<file path="src/rtl/sc_obstacle_spawner.sv">
// Obstacle row generator for the road game: emits one road row per game tick,
// placing an obstacle in a pseudo-random lane once the minimum gap has elapsed.
module sc_obstacle_spawner #(
  parameter int OBSTACLE_MINGAP = 3
) (
  input  logic       SC_OBSTACLE_SPAWNER_CLOCK_50,
  input  logic       SC_OBSTACLE_SPAWNER_RESET_InHigh,
  input  logic       SC_OBSTACLE_SPAWNER_enable_InHigh,
  input  logic       SC_OBSTACLE_SPAWNER_tick_InHigh,
  input  logic [3:0] SC_OBSTACLE_SPAWNER_random_InBUS,
  output logic [7:0] SC_OBSTACLE_SPAWNER_row_OutBUS,
  output logic       SC_OBSTACLE_SPAWNER_rowValid_OutHigh,
  output logic       SC_OBSTACLE_SPAWNER_randNext_OutHigh,
  output logic [7:0] SC_OBSTACLE_SPAWNER_spawnCount_OutBUS
);

  localparam logic [3:0] MinGap = 4'(OBSTACLE_MINGAP);

  typedef enum logic [1:0] {IDLE, COUNT, EMIT} stateT;

  stateT      state;
  logic [3:0] gapCnt;
  logic [2:0] lastLane;
  logic [2:0] laneNext;
  logic [3:0] gapReload;

  // Never repeat the previous lane: a collision is bumped to the next lane, wrapping 7 -> 0.
  always_comb begin
    laneNext  = SC_OBSTACLE_SPAWNER_random_InBUS[2:0];
    if (laneNext == lastLane)
      laneNext = lastLane + 3'd1;
    gapReload = MinGap + {2'b00, SC_OBSTACLE_SPAWNER_random_InBUS[3:2]};
  end

  always_ff @(posedge SC_OBSTACLE_SPAWNER_CLOCK_50) begin
    if (SC_OBSTACLE_SPAWNER_RESET_InHigh) begin
      state                                 <= IDLE;
      gapCnt                                <= MinGap;
      lastLane                              <= 3'd0;
      SC_OBSTACLE_SPAWNER_row_OutBUS        <= 8'h00;
      SC_OBSTACLE_SPAWNER_rowValid_OutHigh  <= 1'b0;
      SC_OBSTACLE_SPAWNER_randNext_OutHigh  <= 1'b0;
      SC_OBSTACLE_SPAWNER_spawnCount_OutBUS <= 8'h00;
    end else begin
      SC_OBSTACLE_SPAWNER_rowValid_OutHigh <= 1'b0;
      SC_OBSTACLE_SPAWNER_randNext_OutHigh <= 1'b0;
      case (state)
        IDLE: begin
          if (SC_OBSTACLE_SPAWNER_enable_InHigh) begin
            gapCnt <= MinGap;
            state  <= COUNT;
          end
        end
        COUNT: begin
          if (!SC_OBSTACLE_SPAWNER_enable_InHigh) begin
            state <= IDLE;
          end else if (SC_OBSTACLE_SPAWNER_tick_InHigh) begin
            // Outputs are registered here so they are presented during the EMIT cycle.
            state                                <= EMIT;
            SC_OBSTACLE_SPAWNER_rowValid_OutHigh <= 1'b1;
            if (gapCnt == 4'd0) begin
              SC_OBSTACLE_SPAWNER_row_OutBUS       <= 8'd1 << laneNext;
              SC_OBSTACLE_SPAWNER_randNext_OutHigh <= 1'b1;
              lastLane                             <= laneNext;
              gapCnt                               <= gapReload;
              if (SC_OBSTACLE_SPAWNER_spawnCount_OutBUS != 8'hFF)
                SC_OBSTACLE_SPAWNER_spawnCount_OutBUS <= SC_OBSTACLE_SPAWNER_spawnCount_OutBUS + 8'd1;
            end else begin
              SC_OBSTACLE_SPAWNER_row_OutBUS <= 8'h00;
              gapCnt                         <= gapCnt - 4'd1;
            end
          end
        end
        EMIT: begin
          state <= SC_OBSTACLE_SPAWNER_enable_InHigh ? COUNT : IDLE;
        end
        default: state <= IDLE;
      endcase
    end
  end

endmodule
</file>
<file path="config.mk">
export PLATFORM = sky130hd
export DESIGN_NAME = sc_obstacle_spawner
export DESIGN_NICKNAME = d
export VERILOG_FILES = /design/src/rtl/sc_obstacle_spawner.sv
export SDC_FILE = /design/constraint.sdc
export NUM_CORES = 1
export LEC_CHECK = 0
export BUFFER_PORTS_ARGS = -buffer_cell sky130_fd_sc_hd__buf_2
export CORE_ASPECT_RATIO = 1.25
export CORE_MARGIN = 10
export CORE_UTILIZATION = 50
export CTS_BUF_LIST = sky130_fd_sc_hd__clkbuf_16
export DETAILED_ROUTE_END_ITERATION = 6
export GPL_TIMING_DRIVEN = 0
export HOLD_SLACK_MARGIN = 0.08
export PLACE_DENSITY = 0.75
export RECOVER_POWER = 100
export SYNTH_ARGS = -nofsm -noshare
export SYNTH_HDL_FRONTEND = slang
export SYNTH_SLANG_ARGS = --single-unit
</file>
<file path="constraint.sdc">
create_clock -name SC_OBSTACLE_SPAWNER_CLOCK_50 -period 1.9 [get_ports SC_OBSTACLE_SPAWNER_CLOCK_50]
set_clock_uncertainty 0.05 [all_clocks]
set_input_delay 0.38 -clock SC_OBSTACLE_SPAWNER_CLOCK_50 [delete_from_list [all_inputs] [get_ports SC_OBSTACLE_SPAWNER_CLOCK_50]]
set_output_delay 0.38 -clock SC_OBSTACLE_SPAWNER_CLOCK_50 [all_outputs]
set_load 0.02 [all_outputs]
</file>
==> results.json <==
{
  "worst_pin_slew_ps": 480,
  "drv_cap": 0,
  "path_delay_family": "compound AO/OA/AOI/OAI gates",
  "die_h_um": 80.1,
  "hold_viol": 0,
  "cts_root_buffer": "clkbuf_16",
  "post_dp_cell_area_mm2": 0.00160,
  "setup_viol": 0,
  "worst-setup-path-type": "reg -> reg",
  "power_density_mw_per_mm2": 683,
  "via_per_inst": 5.92,
  "netlist_instances": 158,
  "n_fill_cell": 243,
  "grt_setup_unrepaired": "no",
  "crit_chain": "ha_1, nor2b_1, a32oi_1, o32ai_1, a22oi_1, nor2_1",
  "grtUsageTotal": 0.130,
  "cp.buffers_inverters": 0,
  "drive_gt1_frac": 0.140,
  "critPathMaxStageDelay_ps": 410,
  "slew_headroom": 0.680,
  "h-tree-depth": 1,
  "place_congestion": 0.875,
  "cts_hold_buf": 0,
  "cts_tree": "built",
  "drtPass1Iterations": 5,
  "dpl.cell_count": 214,
  "yosysWarnings": 0,
  "cts_buffers": 3,
  "cp.arrival_ps": 1940,
  "cp.required_ps": 2050,
  "ir_drop_uv": 516,
  "port_buffers": 22,
  "start_util": 0.528,
  "synth_top_cell_by_area": "dfxtp_1",
  "final_common_cell": "dfxtp_1",
  "tns_ps": 0,
  "ys_ff_latch": 27,
  "fin_area_mm2": 0.00166,
  "core_area_mm2": 0.00273,
  "routed_wl_mm": 3.36,
  "total_power_mw": 1.13,
  "dp_hpwl_mm": 2.59,
  "fmax_mhz": 558,
  "start_kind": "flop",
  "cp_max_fo": 6,
  "use_met3": 0.0292,
  "gr-total-overflow": 0,
  "clock_latency_ps": 260,
  "min_path_type": "in -> reg",
  "slowest_stage": "ha_1",
  "syn_avg_cell_area_um2": 9.13,
  "antenna_found_initial": 0,
  "grt.met1_usage": 0.129,
  "rows": 21,
  "p_leak_nw": 0.650,
  "area_growth_pct": 15.0,
  "grt_start_max_net_pins": 17,
  "drc": 0,
  "grt_pass1_vias": 1347,
  "grt.busiest_layer": "met2",
  "wire_per_inst_um": 15.3,
  "ant_nets": 0,
  "synth_seq_area_share": 0.375,
  "use_met2": 0.241,
  "drv_slew": 0,
  "syn_area_mm2": 0.00144,
  "diodes": 0,
  "nNetsFinal": 199,
  "final_cells": 220,
  "fin_crit_sh": 0.943,
  "period_minus_slack_ps": 1790,
  "die_w_um": 68.0,
  "path_clk_slew_ps": 70,
  "grt_pass1_wl_mm": 5.74,
  "status": "finished, final reports clean",
  "crit_path_end_kind": "flop",
  "drt-initial-drc-count": 106,
  "yosysUniqueCellTypes": 44,
  "clock-sinks": 27,
  "syn_nets": 170,
  "synth_area_leaders": "dfxtp_1 (37%), nor2_1 (6.2%), a32oi_1 (4.9%)",
  "num_io_pins": 26,
  "dieArea_mm2": 0.00545,
  "final_cell_mix": "dfxtp_1 (27), nor2_1 (24), clkbuf_1 (20)",
  "cts_buffer_depth": 2,
  "synth.top_cell.area_share": 0.375,
  "via_count": 1303,
  "r2r_slack_ps": 110
}
==> layer usage <==
layer	vias up	wire [um]
met2	49	1800
met4	0	102
met1	615	1280
li1	626	-
met5	-	0
met3	13	183
==> synthesized netlist by cell type (all sizes together) <==
master	count
dfxtp	27
nor2	24
inv	9
a32oi	8
a21oi	6
and2	6
buf	5
clkbuf	5
mux2i	5
nand3	5
nor2b	5
xor2	5
a22oi	4
ha	4
o21ai	4
o32ai	4
nand2	3
nand4	3
nor3	3
xnor2	3
a211oi	2
a31oi	2
nand2b	2
nor3b	2
nor4b	2
o211ai	2
o22ai	2
and3	1
and3b	1
and4b	1
nand4b	1
o211a	1
o311a	1
==> logic make-up after synthesis <==
group,Yosys count,synth area share
simple gates,59,0.239
compound gates,36,0.194
flops,27,0.375
buf+inv,19,0.0746
xor+xnor,8,0.0486
mux,5,0.0347
fa+ha+maj,4,0.0347
==> worst paths after layout <==
| check | startpoint | to | cells past startpoint |
|---|---|---|---|
| max | lastLane[0]$_SDFFE_PP0P_ | SC_OBSTACLE_SPAWNER_row_OutBUS[3]$_SDFFE_PP0P_ | 6 |
| min | SC_OBSTACLE_SPAWNER_RESET_InHigh | lastLane[1]$_SDFFE_PP0P_ | 2 |
| min reg2reg | SC_OBSTACLE_SPAWNER_row_OutBUS[4]$_SDFFE_PP0P_ | SC_OBSTACLE_SPAWNER_row_OutBUS[4]$_SDFFE_PP0P_ | 2 |
| max reg2reg | lastLane[0]$_SDFFE_PP0P_ | SC_OBSTACLE_SPAWNER_row_OutBUS[3]$_SDFFE_PP0P_ | 6 |
==> through the flow <==
step            util  setup slack [ps]  hold slack [ps]
6_report       0.607               108              288
5_1_grt        0.607              6.17              293
4_1_cts        0.614              36.7              288
3_5_place_dp   0.584              99.3              433
3_3_place_gp   0.584               142              422
2_1_floorplan      -               203              428
==> final cells by class <==
type,count,area [um^2],share of cell area
multi-input cells,112,783,0.472
flip-flops and latches,27,541,0.326
repair buffers,24,103,0.0618
clock buffers,3,75.1,0.0452
plain buffers,10,73.8,0.0445
well taps,34,42.5,0.0256
inverters,9,33.8,0.0204
clock inverters,1,7.51,0.00452
==> flip-flops by register name, indices dropped and copies added, names as in the netlist <==
register,count
SC_OBSTACLE_SPAWNER_randNext_OutHigh,1
SC_OBSTACLE_SPAWNER_rowValid_OutHigh,1
SC_OBSTACLE_SPAWNER_row_OutBUS,8
SC_OBSTACLE_SPAWNER_spawnCount_OutBUS,8
gapCnt,4
lastLane,3
state,2
==> power by group <==
part	switching, mW	internal, mW	total (mW)
registers	0.00167	0.568	0.570
clock network	0.196	0.286	0.482
logic	0.0494	0.0323	0.0816
total	0.247	0.887	1.13
==> what timing repair did <==
item                       4_1_cts  5_1_grt
setup endpoints to repair        0        9
setup buffers                    0        2
gates resized for setup          0        1
==> worst register-to-register path: stages, from the launching register on <==
cell and delay [ps]:
dfxtp_1 360, ha_1 410, nor2b_1 250, a32oi_1 130, o32ai_1 240, a22oi_1 170
nor2_1 130
(Power assumes the default switching activity.)
